## src/rtl/store_ctrl_pkg.sv

```systemverilog
// store_ctrl_pkg: shared definitions for the store controller.
//   - store instruction IDs (SB/SH/SW) and the "no instruction" ID
//   - ON/OFF single-bit constants
//   - FSM state encoding
//   - is_store_id(): true for the three legal store IDs
package store_ctrl_pkg;

  localparam int INST_ID_LEN = 3;

  localparam logic [INST_ID_LEN-1:0] NONE_ID = 3'd0;
  localparam logic [INST_ID_LEN-1:0] SB_ID   = 3'd1;
  localparam logic [INST_ID_LEN-1:0] SH_ID   = 3'd2;
  localparam logic [INST_ID_LEN-1:0] SW_ID   = 3'd3;

  localparam logic ON  = 1'b1;
  localparam logic OFF = 1'b0;

  typedef enum logic [1:0] {
    IDLE   = 2'd0,
    REQ_LO = 2'd1,
    REQ_HI = 2'd2
  } state_e;

  function automatic logic is_store_id(input logic [INST_ID_LEN-1:0] id);
    return (id == SB_ID) || (id == SH_ID) || (id == SW_ID);
  endfunction

endpackage

```

## src/rtl/store_ctrl_if.sv

```systemverilog
// store_ctrl_if: bundles the EX-stage request side, the data-memory write
// side and the status outputs of store_ctrl.
//   slave  modport: the controller (accepts requests, issues memory writes)
//   master modport: the environment (EX stage issuing stores, memory acking)
//
// Handshake rules:
//   Request side: a store transfers on a rising edge where st_valid and
//   st_ready are both 1. st_valid may rise or fall at any time while
//   st_ready is 0; nothing is captured then.
//   Memory side: mem_req, mem_addr, mem_wdata and mem_be are held constant
//   from the first cycle mem_req is 1 until a rising edge where mem_ack is
//   sampled 1. mem_ack is ignored whenever mem_req is 0.
interface store_ctrl_if #(
  parameter int ADDR_W = 32
);
  import store_ctrl_pkg::*;

  logic                   st_valid;
  logic                   st_ready;
  logic [INST_ID_LEN-1:0] instr_id;
  logic [ADDR_W-1:0]      st_addr;
  logic [31:0]            st_data;

  logic                   mem_req;
  logic [ADDR_W-1:0]      mem_addr;
  logic [31:0]            mem_wdata;
  logic [3:0]             mem_be;
  logic                   mem_ack;

  logic                   st_done;
  logic                   st_err;
  logic                   busy;
  state_e                 dbg_state;

  modport slave (
    input  st_valid, instr_id, st_addr, st_data, mem_ack,
    output st_ready, mem_req, mem_addr, mem_wdata, mem_be,
    output st_done, st_err, busy, dbg_state
  );

  modport master (
    output st_valid, instr_id, st_addr, st_data, mem_ack,
    input  st_ready, mem_req, mem_addr, mem_wdata, mem_be,
    input  st_done, st_err, busy, dbg_state
  );

endinterface

```

## src/rtl/store_lane_gen.sv

```systemverilog
// store_lane_gen: combinational byte-lane placement for a store.
//   id        store instruction ID (illegal IDs give an all-zero mask)
//   off       byte offset within the word (address bits [1:0])
//   data      LSB-justified store data
//   mask      8 lane enables over two consecutive words ([3:0] word 0)
//   wide_data 64-bit lane-positioned data ([31:0] word 0)
//   split     1 when any byte lands in word 1
module store_lane_gen
  import store_ctrl_pkg::*;
(
  input  logic [INST_ID_LEN-1:0] id,
  input  logic [1:0]             off,
  input  logic [31:0]            data,
  output logic [7:0]             mask,
  output logic [63:0]            wide_data,
  output logic                   split
);

  logic [3:0]  base;
  logic [31:0] data_m;

  // Bytes beyond the store size are cleared so the unused lanes of the
  // write data are always zero, whatever sits in the upper source bits.
  always_comb begin
    base   = 4'b0000;
    data_m = '0;
    case (id)
      SB_ID: begin
        base   = 4'b0001;
        data_m = {24'b0, data[7:0]};
      end
      SH_ID: begin
        base   = 4'b0011;
        data_m = {16'b0, data[15:0]};
      end
      SW_ID: begin
        base   = 4'b1111;
        data_m = data;
      end
      default: begin
        base   = 4'b0000;
        data_m = '0;
      end
    endcase
  end

  assign mask      = {4'b0000, base} << off;
  assign wide_data = {32'b0, data_m} << {off, 3'b000};
  assign split     = |mask[7:4];

endmodule

```

## src/rtl/store.sv

```systemverilog
// store_ctrl: turns one EX-stage store request into one or two word-aligned
// data-memory writes (two when the access crosses a word boundary).
//   clk, rst_n  clock, asynchronous active-low reset
//   bus         store_ctrl_if slave: request handshake, memory write port,
//               st_done / st_err pulses, busy and FSM debug state
module store_ctrl
  import store_ctrl_pkg::*;
#(
  parameter int ADDR_W = 32
) (
  input  logic        clk,
  input  logic        rst_n,
  store_ctrl_if.slave bus
);

  state_e                 state_q, state_d;
  logic [INST_ID_LEN-1:0] id_q, id_d;
  logic [ADDR_W-1:0]      addr_q, addr_d;
  logic [31:0]            data_q, data_d;
  logic                   done_q, done_d;
  logic                   err_q, err_d;

  logic [7:0]             lane_mask;
  logic [63:0]            lane_data;
  logic                   split;
  logic [ADDR_W-1:0]      word0_addr;

  store_lane_gen u_lane_gen (
    .id        (id_q),
    .off       (addr_q[1:0]),
    .data      (data_q),
    .mask      (lane_mask),
    .wide_data (lane_data),
    .split     (split)
  );

  assign word0_addr = {addr_q[ADDR_W-1:2], 2'b00};

  // Next state and capture registers. Requests are only looked at in IDLE,
  // which is exactly when st_ready is 1.
  always_comb begin
    state_d = state_q;
    id_d    = id_q;
    addr_d  = addr_q;
    data_d  = data_q;
    done_d  = OFF;
    err_d   = OFF;
    case (state_q)
      IDLE: begin
        if (bus.st_valid) begin
          id_d   = bus.instr_id;
          addr_d = bus.st_addr;
          data_d = bus.st_data;
          if (is_store_id(bus.instr_id)) state_d = REQ_LO;
          else                           err_d   = ON;
        end
      end
      REQ_LO: begin
        if (bus.mem_ack) begin
          state_d = split ? REQ_HI : IDLE;
          done_d  = !split;
        end
      end
      REQ_HI: begin
        if (bus.mem_ack) begin
          state_d = IDLE;
          done_d  = ON;
        end
      end
      default: state_d = IDLE;
    endcase
  end

  // Memory port is decoded straight from the state register so that an
  // asynchronous reset removes the request without waiting for a clock.
  always_comb begin
    bus.mem_req   = OFF;
    bus.mem_addr  = '0;
    bus.mem_wdata = '0;
    bus.mem_be    = 4'b0000;
    if (state_q == REQ_LO) begin
      bus.mem_req   = ON;
      bus.mem_addr  = word0_addr;
      bus.mem_wdata = lane_data[31:0];
      bus.mem_be    = lane_mask[3:0];
    end else if (state_q == REQ_HI) begin
      bus.mem_req   = ON;
      bus.mem_addr  = word0_addr + ADDR_W'(4);  // wraps at the top of memory
      bus.mem_wdata = lane_data[63:32];
      bus.mem_be    = lane_mask[7:4];
    end
  end

  assign bus.st_ready  = (state_q == IDLE);
  assign bus.busy      = (state_q != IDLE);
  assign bus.st_done   = done_q;
  assign bus.st_err    = err_q;
  assign bus.dbg_state = state_q;

  always_ff @(posedge clk or negedge rst_n) begin
    if (!rst_n) begin
      state_q <= IDLE;
      id_q    <= NONE_ID;
      addr_q  <= '0;
      data_q  <= '0;
      done_q  <= OFF;
      err_q   <= OFF;
    end else begin
      state_q <= state_d;
      id_q    <= id_d;
      addr_q  <= addr_d;
      data_q  <= data_d;
      done_q  <= done_d;
      err_q   <= err_d;
    end
  end

endmodule
```

## src/flat_wrapper.sv

```systemverilog
// flat-port wrapper written by rule: the top's interface ports become plain ports
module store_ctrl_flat import store_ctrl_pkg::*;
#(
  parameter int ADDR_W = 32
)
  (clk, rst_n, bus_st_valid, bus_instr_id, bus_st_addr, bus_st_data, bus_mem_ack, bus_st_ready, bus_mem_req, bus_mem_addr, bus_mem_wdata, bus_mem_be, bus_st_done, bus_st_err, bus_busy, bus_dbg_state);
  store_ctrl_if #(.ADDR_W(ADDR_W)) bus_i ();
  input  logic clk;
  input  logic rst_n;
  input wire logic [$bits(bus_i.st_valid)-1:0] bus_st_valid;
  input wire logic [$bits(bus_i.instr_id)-1:0] bus_instr_id;
  input wire logic [$bits(bus_i.st_addr)-1:0] bus_st_addr;
  input wire logic [$bits(bus_i.st_data)-1:0] bus_st_data;
  input wire logic [$bits(bus_i.mem_ack)-1:0] bus_mem_ack;
  output wire logic [$bits(bus_i.st_ready)-1:0] bus_st_ready;
  output wire logic [$bits(bus_i.mem_req)-1:0] bus_mem_req;
  output wire logic [$bits(bus_i.mem_addr)-1:0] bus_mem_addr;
  output wire logic [$bits(bus_i.mem_wdata)-1:0] bus_mem_wdata;
  output wire logic [$bits(bus_i.mem_be)-1:0] bus_mem_be;
  output wire logic [$bits(bus_i.st_done)-1:0] bus_st_done;
  output wire logic [$bits(bus_i.st_err)-1:0] bus_st_err;
  output wire logic [$bits(bus_i.busy)-1:0] bus_busy;
  output wire logic [$bits(bus_i.dbg_state)-1:0] bus_dbg_state;
  assign bus_i.st_valid = bus_st_valid;
  assign bus_i.instr_id = bus_instr_id;
  assign bus_i.st_addr = bus_st_addr;
  assign bus_i.st_data = bus_st_data;
  assign bus_i.mem_ack = bus_mem_ack;
  assign bus_st_ready = bus_i.st_ready;
  assign bus_mem_req = bus_i.mem_req;
  assign bus_mem_addr = bus_i.mem_addr;
  assign bus_mem_wdata = bus_i.mem_wdata;
  assign bus_mem_be = bus_i.mem_be;
  assign bus_st_done = bus_i.st_done;
  assign bus_st_err = bus_i.st_err;
  assign bus_busy = bus_i.busy;
  assign bus_dbg_state = bus_i.dbg_state;
  store_ctrl #(.ADDR_W(ADDR_W)) u_core (.clk(clk), .rst_n(rst_n), .bus(bus_i));
endmodule
```

## config.mk

```make
export PLATFORM = sky130hd
export DESIGN_NAME = store_ctrl_flat
export DESIGN_NICKNAME = d
export VERILOG_FILES = /design/src/rtl/store_ctrl_pkg.sv /design/src/rtl/store_ctrl_if.sv /design/src/rtl/store_lane_gen.sv /design/src/rtl/store.sv /design/src/flat_wrapper.sv
export SDC_FILE = /design/constraint.sdc
export NUM_CORES = 1
export LEC_CHECK = 0
export CAP_MARGIN = 20
export CORE_MARGIN = 2
export CORE_UTILIZATION = 49
export DETAILED_ROUTE_END_ITERATION = 10
export GPL_TIMING_DRIVEN = 0
export PLACE_DENSITY = 0.82
export SLEW_MARGIN = 10
export SYNTH_ARGS = -nofsm -noshare
export SYNTH_HDL_FRONTEND = slang
export SYNTH_HIERARCHICAL = 1
export SYNTH_SLANG_ARGS = --single-unit
```

## constraint.sdc

```tcl
create_clock -name clk -period 3.25 [get_ports clk]
set_input_delay 0.4875 -clock clk [delete_from_list [all_inputs] [get_ports clk]]
set_output_delay 0.4875 -clock clk [all_outputs]
set_load 0.005 [all_outputs]
```

* Yosys cells after proc, flatten, opt, wreduce, memory -nomap -nowiden
Index checks and enable logic that the tools add are counted.
** Cells by class
- Reductions and logical operators :: 8
- Shift operators :: 2
- Add/subtract/negate cells :: 1
- Muxes and demuxes :: 22
- Equal/unequal tests :: 12
** Operator list (count)
- $mux 32 :: 4
- $pmux 32 s3 :: 1
- $shl 32x5->64 :: 1
- $add 32x3->32 const B :: 1
- $eq 3x2->1 const B :: 4
- $pmux 4 s3 :: 1
- $mux 2 :: 5
- $mux 4 :: 2
- $shl 4x2->8 :: 1
- $mux 1 :: 7
- $eq 3x1->1 const B :: 2
- $ne 2x2->1 const B :: 3
- $pmux 2 s3 :: 1
- $reduce_and 4->1 :: 1
- $reduce_or 4->1 :: 1
- $eq 2x1->1 const B :: 1
- $eq 2x2->1 const B :: 1
- $logic_not 2->1 :: 1
- $logic_or 1x1->1 :: 2
- $ne 2x1->1 const B :: 1
- $pmux 1 s2 :: 1
- $reduce_and 2->1 :: 1
- $reduce_bool 2->1 :: 1
- $logic_not 1->1 :: 1
** Word-level totals
- Logic and storage cells :: 51
- Flip-flop bits (word level) :: 71
- Output and inout port bits :: 75
- Input bits :: 71

* Depth between registers and ports, before layout
Gate-level depths: netlist of the first run.
- Depth after elaboration :: 7
- Depth in mapped cells :: 8
- Mapped depth without buffers :: 6

* Hierarchy
Netlist of the first run, hierarchy kept.
** By module, submodules not included
- store_ctrl :: times used 1, area an instance 3942.5 um2, cells each 356
- store_lane_gen :: times used 1, area an instance 1163.6 um2, cells each 153

* Least setup slack after synthesis of the first run
No wires, ideal clock.
- Path type :: flip-flop to output port
- Start :: register u_core.state_q[1] (netlist: u_core/bus.dbg_state[1])
- End :: output bus_mem_addr[18]
- Cell stages (with the launch flop) :: 9
- Path buffers :: 2
- Arrival :: 2.188 ns
- Path slack :: 0.574 ns
- Path through :: dfrtp_1 inv_1 ha_1 clkbuf_1 nand4b_1 or4_1 buf_2 or4_1 a21oi_1
** Between the ends
- Cells in the longest elaborated chain, start to end :: 3
- Elaborated cells on any way between the ends :: 4
- Those cells by class :: eq/ne (2); mux (2)
** RTL lines
- start, declared :: RTL line store.sv:16 : state_e state_q, state_d;
- start signal, assigned :: RTL line store.sv:109 : state_q <= state_d;
- $eq 2x2->1 :: RTL line store.sv:86 : end else if (state_q == REQ_HI) begin
- $mux 32 :: RTL line store.sv:86
- $mux 32 (*) :: RTL line store.sv:81 : if (state_q == REQ_LO) begin
- end, declared :: RTL line flat_wrapper.sv:17 : output wire logic [$bits(bus_i.mem_addr)-1:0] bus_mem_addr;
Every way passes the cells marked *; elsewhere a longest branch is shown, timed or not.

* Final worst setup path of the first run
Ends and elaborated chain as after synthesis.

==> flow_metrics.tcl, run 1 <==
set metrics [dict create \
    status "complete, no violations" \
    drc 0 \
    drt_first_pass_iters 7 \
    cts_made_buffers 9 \
    cpMaxStageDelayCell "or4_4" \
    hold_viol_final 0 \
    maxSlewViolCount 0 \
    ys_seq_area_share_pct 34.8 \
    drt-total-wl_mm 16.9 \
    yosys_warnings 6 \
    worstSetupPathType "reg -> out" \
    slew_headroom_pct 59.4 \
    placed_cells 798 \
    whs_ns 0.0538 \
    ant_nets 0 \
    multi_input_area_mm2 0.00313 \
    finalPower_mw 7.04 \
    clk_latency_ns 0.36 \
    diodes 0 \
    ys_dominant_reg_cell "dfrtp_1" \
    synthArstFlopShare_pct 100 \
    rows 37 \
    critPathArrivalTime_ns 2.75 \
    wl_met1_mm 6.87 \
    r2r_cells 7 \
    clk_pin_slew_worst_paths_ns 0.08 \
    slowest_delay_ns 0.51 \
    startpoint_type "flop" \
    initial_utilization_pct 49.9 \
    grt_pass1_wl_mm 26.1 \
    crit_required_ns 2.76 \
    layout_commonest_cell "clkdlybuf4s50_1" \
    leakage_nw 3.03 \
    ir_drop_v 0.000460 \
    wl_met3_mm 1.35 \
    period_needed_ns 3.24 \
    grt_antenna_before_repair 0 \
    crit_top_cell "or4_4" \
    fin_worst_skew_ns 0.0139 \
    grt_usage_pct 29.6 \
    fin_cells 843 \
    avgSynthCellArea_um2 10.0 \
    overflow 0 \
    via_per_inst 6.03 \
    period_share_pct 99.7 \
    root_buffer "clkbuf_8" \
    cts_tree "yes" \
    ys_types 64 \
    htreeDepth 3 \
    synth_cells 509 \
    routed.top_layer "met4" \
    hold_path_class "in -> async" \
    powerDensity_mw_per_mm2 964 \
    fmax_ghz 0.308 \
    synth_area_mm2 0.00511 \
    vias 5083 \
    synth_edf_count 0 \
    nNetsFinal 778 \
    gp_congestion 0.971 \
    ioPinCount 146 \
    die_y_um 106 \
    finalSetupViolations 0 \
    crit_chain "inv_2 > ha_2 > clkbuf_8 > nand4b_1 > or4_4 > buf_6 > or4_4 > a21oi_2 > buf_2" \
    cp-end-kind "output port" \
    drt_iter0_drc 485 \
    tightest_slew_ns 0.608 \
    hpwl_mm 11.9 \
    port-buffer-count 143 \
    seqCellArea_mm2 0.00178 \
    grt_max_degree 46 \
    fill_cells 735 \
    most-common-layout-cells "clkdlybuf4s50_1 (125), mux2_2 (82), dfrtp_1 (68), buf_4 (47), a22o_1 (40)" \
    dieArea_mm2 0.0113 \
    drive_above_1_share_pct 30.0 \
    cts_max_path_buffers 2 \
    layout-area-overhead-vs-synth_pct 43.1 \
    cp_max_fo 5 \
    clock_sink_count 71 \
    wl_met2_mm 7.98 \
    cap_violations 0 \
    ys_ff_latch 71 \
    wl_per_cell_um 20.0 \
    die_x_um 106 \
    coreArea_mm2 0.0102 \
    reg2reg_slack_ns 0.66 \
    grt_pass1_vias 5031 \
]
critical path, delay by kind of cell (launching register included):
family                     cells  cell delay (ns)
AOI/OAI and AO/OA              1             0.12
buffers and inverters          4             0.46
adders and majority gates      1             0.18
DFF                            1             0.38
and+or+nand+nor                3             1.26
through the flow:
stage | utilization, % | cell area (µm²) | worst slack [ns] | TNS (ns)
2_1_floorplan | - | 5140 | 0.574 | 0
3_3_place_gp | 65.9 | 6740 | -0.652 | -46.24
3_5_place_dp | 66.1 | 6770 | -0.151 | -0.349
4_1_cts | 70.6 | 7220 | -0.0505 | -0.0605
5_1_grt | 71.4 | 7310 | -0.0578 | -0.319
6_report | 71.4 | 7310 | 0.00835 | 0
state kept, by name, summed over array words and instances (netlist names):
| name | count |
|---|---|
| u_core/addr_q | 32 |
| u_core/bus.dbg_state | 2 |
| u_core/bus.st_done | 1 |
| u_core/bus.st_err | 1 |
| u_core/data_q | 32 |
| u_core/id_q | 3 |
Yosys cell counts, types with 13 or more instances:
| library cell | instances | share of area [%] |
|---|---|---|
| buf_4 | 15 | 2.2 |
| a22o_1 | 40 | 6.9 |
| dfrtp_1 | 71 | 35 |
| nand2_1 | 28 | 2.1 |
| a21oi_1 | 17 | 1.7 |
| nor2_1 | 26 | 1.9 |
| o2bb2ai_1 | 16 | 2.7 |
| or4_1 | 15 | 2.2 |
| mux2_2 | 82 | 18 |
| and2_1 | 19 | 2.3 |
| a22oi_1 | 22 | 3.2 |
| clkbuf_1 | 13 | 0.96 |
path summary, 6_finish.rpt:
check	from	endpoint
worst min register to register	u_core/id_q[0]$_DFFE_PN0P_	u_core/id_q[0]$_DFFE_PN0P_
worst max-delay path	u_core/bus.dbg_state[1]$_DFFE_PN0P_	bus_mem_addr[18]
worst min-delay path	rst_n	u_core/bus.st_done$_DFF_PN0_
min in group clk	u_core/id_q[0]$_DFFE_PN0P_	u_core/id_q[0]$_DFFE_PN0P_
worst max register to register	u_core/bus.dbg_state[0]$_DFFE_PN0P_	u_core/data_q[14]$_DFFE_PN0P_
max in group asynchronous	rst_n	u_core/data_q[2]$_DFFE_PN0P_
area by class of cell:
cell class	count	area share (%)
multi-input combinational	386	42.8
timing repair buffer	175	22.7
clock inverter	5	1.11
tap	136	2.33
buffer	49	4.30
inverter	10	0.514
sequential	71	24.4
clock buffer	11	1.93
kinds of logic (layout without fill, tap and decap cells):
group	Yosys count	in the layout	synth area share, %
AO/OA/AOI/OAI	123	123	18.5
buffers and inverters	61	250	6.44
XOR/XNOR	5	5	0.858
multiplexers	89	89	19.7
flip-flops	71	71	34.8
other	2	11	0.147
adder cells (fa/ha/maj)	6	6	1.42
AND/OR/NAND/NOR	152	152	18.2
report_power, final:
group / switching (mW) / internal [mW] / leakage, nW
clock network: 0.355 / 0.454 / 0.110
logic: 2.03 / 2.27 / 2.08
registers: 0.602 / 1.34 / 0.835
total: 2.98 / 4.06 / 3.03
layer usage:
layer	GRT usage [%]	up-vias
met2	48.8	313
met3	5.76	58
li1	-	2289
met1	38.4	2423
met4	11.6	0
met5	0	-
what timing repair did:
action / in CTS / in global routing
hold buffers: 0 / 0
hold endpoints to repair: 0 / 0
setup buffers: 22 / 8
pin swaps: 9 / 4
cloned: 1 / 0
endpoints found under the setup margin: 54 / 26
resized for setup: 55 / 19
Power figures use the tool's default switching activity.
==> inputs of run 2 (changes only) <==
--- a/config.mk
+++ b/config.mk
@@ -7,10 +7,10 @@
 export LEC_CHECK = 0
 export CAP_MARGIN = 20
 export CORE_MARGIN = 2
-export CORE_UTILIZATION = 49
+export CORE_UTILIZATION = 53
 export DETAILED_ROUTE_END_ITERATION = 10
 export GPL_TIMING_DRIVEN = 0
-export PLACE_DENSITY = 0.82
+export PLACE_DENSITY = 0.88
 export SLEW_MARGIN = 10
 export SYNTH_ARGS = -nofsm -noshare
 export SYNTH_HDL_FRONTEND = slang
==> constraint.sdc (replaced) <==
create_clock -name clk -period 4.1 [get_ports clk]
set_input_delay 0.615 -clock clk [delete_from_list [all_inputs] [get_ports clk]]
set_output_delay 0.615 -clock clk [all_outputs]
set_load 0.005 [all_outputs]
==> run 2 against run 1 <==
  * Clock power down 20%
  * Clock-buffer cell count unchanged
  * Via count decreased by 2.7%
  * Routed wire length shrank 2.2%
  * Global-route usage rose by 2.6 points
  * Final cell count fell by 4.3%
  * First-iteration DRC count decreased by 15%
  * Die area shrank 7.3%
  * Sequential share of layout area up 1.0 points
  * Sequential cell count unchanged
  * Critical path depth unchanged
  * Power decreased by 23%
==> flow_metrics.tcl, run 2 (synthesized netlist as in run 1, its figures left out) <==
set metrics [dict create \
    status "complete, no violations" \
    fin_cells 807 \
    tightest_slew_ns 0.667 \
    ant_nets 0 \
    cpMaxStageDelayCell "or4_1" \
    most-common-layout-cells "clkdlybuf4s50_1 (142), mux2_2 (82), dfrtp_1 (71), a22o_1 (40), nand2_1 (28)" \
    maxSlewViolCount 0 \
    fin_worst_skew_ns 0.0107 \
    reg2reg_slack_ns 1.54 \
    crit_chain "inv_1 > ha_1 > clkbuf_2 > nand4b_1 > or4_1 > buf_2 > or4_1 > a21oi_1 > clkdlybuf4s50_1" \
    dp_slack_ns 0.511 \
    die_y_um 102 \
    root_buffer "clkbuf_8" \
    clk_pin_slew_worst_paths_ns 0.08 \
    cts_max_path_buffers 2 \
    worstReg2RegEnd "u_core/data_q[16]$_DFFE_PN0P_" \
    die_x_um 102 \
    grt_pass1_wl_mm 25.8 \
    worstSetupPathType "reg -> out" \
    reg_top3 "u_core/addr_q (32), u_core/data_q (32), u_core/id_q (3)" \
    fin_setup_tns_ns 0 \
    critPathArrivalTime_ns 3.32 \
    drt_iter0_drc 411 \
    dieArea_mm2 0.0104 \
    finalSetupViolations 0 \
    postCtsHoldBufs 0 \
    cp_max_fo 10 \
    via_per_inst 6.13 \
    grt_pass1_vias 4839 \
    nNetsFinal 749 \
    hold_viol_final 0 \
    grt_usage_pct 32.2 \
    crit_top_cell "or4_1" \
    drc 0 \
    drt_first_pass_iters 5 \
    cts_tree "yes" \
    period_needed_ns 3.94 \
    clk_latency_ns 0.35 \
    port-buffer-count 143 \
    clock_sink_count 71 \
    grt_antenna_before_repair 0 \
    layout-area-overhead-vs-synth_pct 36.9 \
    ioPinCount 146 \
    wl_per_cell_um 20.4 \
    leakage_nw 2.76 \
    slew_headroom_pct 55.6 \
    coreArea_mm2 0.00928 \
    drive_above_1_share_pct 21.5 \
    rsz0062_at_grt "false" \
    slowest_delay_ns 0.53 \
    powerDensity_mw_per_mm2 773 \
    cts_made_buffers 9 \
    fin_ws_ns 0.163 \
    crit_required_ns 3.48 \
    layout_commonest_cell "clkdlybuf4s50_1" \
    gp_congestion 0.990 \
    initial_utilization_pct 55.0 \
    grt_max_degree 51 \
    r2r_cells 6 \
    htreeDepth 3 \
    cts_repair_resize_count 0 \
    drt-total-wl_mm 16.5 \
    hold_path_class "in -> async" \
    overflow 0 \
    startpoint_type "flop" \
    ir_drop_v 0.000380 \
    r2r-start "u_core/bus.dbg_state[0]$_DFFE_PN0P_" \
    rows 35 \
    fmax_ghz 0.254 \
    vias 4945 \
    cts_setup_buffers 0 \
    placed_cells 791 \
    fill_cells 680 \
    period_share_pct 96.0 \
    hpwl_mm 12.7 \
    cp-end-kind "output port" \
    cap_violations 0 \
    diodes 0 \
]
-- run 2: changes by cell type in the layout (fill, tap and decap cells not counted), moves of 7 or more --
| cell | before | now |
|---|---|---|
| clkbuf_1 | 5 | 12 |
| clkdlybuf4s50_1 | 125 | 142 |
| buf_4 | 47 | 16 |
| dlygate4sd2_1 | 8 | 0 |
| clkbuf_2 | 9 | 1 |
-- run 2: layer usage --
metal / track usage (%) / up-vias / share of wire (%)
met4: 8.51 / 0 / 1.8
met2: 52.1 / 279 / 47
met1: 44.8 / 2415 / 43
met5: 0 / - / 0
met3: 5.75 / 24 / 7.7
li1: - / 2227 / -
-- run 2: through the flow --
stage	utilization [%]	hold WS [ns]	cell area, µm²	total power [mW]
3_5_place_dp	72.8	0.491	6760	4.69
2_1_floorplan	-	0.319	5140	3.31
3_3_place_gp	72.5	0.489	6730	4.56
6_report	75.3	0.152	6990	5.40
5_1_grt	75.3	0.160	6990	5.73
4_1_cts	75.3	0.151	6990	5.35
-- run 2: cell type report --
class | count | area (µm²) | area share [%]
clock buffer | 11 | 151 | 2.17
tap | 129 | 161 | 2.31
inverter | 10 | 37.5 | 0.537
multi-input combinational | 386 | 3030 | 43.4
sequential | 71 | 1780 | 25.4
clock inverter | 5 | 80.1 | 1.15
timing repair buffer | 144 | 1460 | 20.8
buffer | 51 | 293 | 4.19
-- run 2: critical path: cells and delay by family, from the launching register on --
| kind | cells | cell delay [ns] |
|---|---|---|
| flops | 1 | 0.39 |
| fa+ha+maj | 1 | 0.20 |
| simple gates | 3 | 1.21 |
| compound gates | 1 | 0.16 |
| buf+inv | 4 | 1.00 |
-- run 2: power breakdown --
part / switching (mW) / internal (mW) / leakage (nW)
sequential: 0.504 / 1.06 / 0.838
combinational: 1.49 / 1.71 / 1.81
clock: 0.275 / 0.375 / 0.112
-- run 2: worst max-delay path by stage --
stage,depth (start not counted),to,slack [ns],startpoint
detailed placement,9,bus_mem_addr[18],0.51,u_core/bus.dbg_state[1]$_DFFE_PN0P_
global route,9,bus_mem_addr[18],0.02,u_core/bus.dbg_state[1]$_DFFE_PN0P_
CTS,9,bus_mem_addr[18],0.12,u_core/bus.dbg_state[1]$_DFFE_PN0P_
global placement,1,u_core/data_q[4]$_DFFE_PN0P_,0.07,rst_n
finish,9,bus_mem_addr[18],0.16,u_core/bus.dbg_state[1]$_DFFE_PN0P_
floorplan,8,bus_mem_addr[18],1.30,u_core/bus.dbg_state[1]$_DFFE_PN0P_
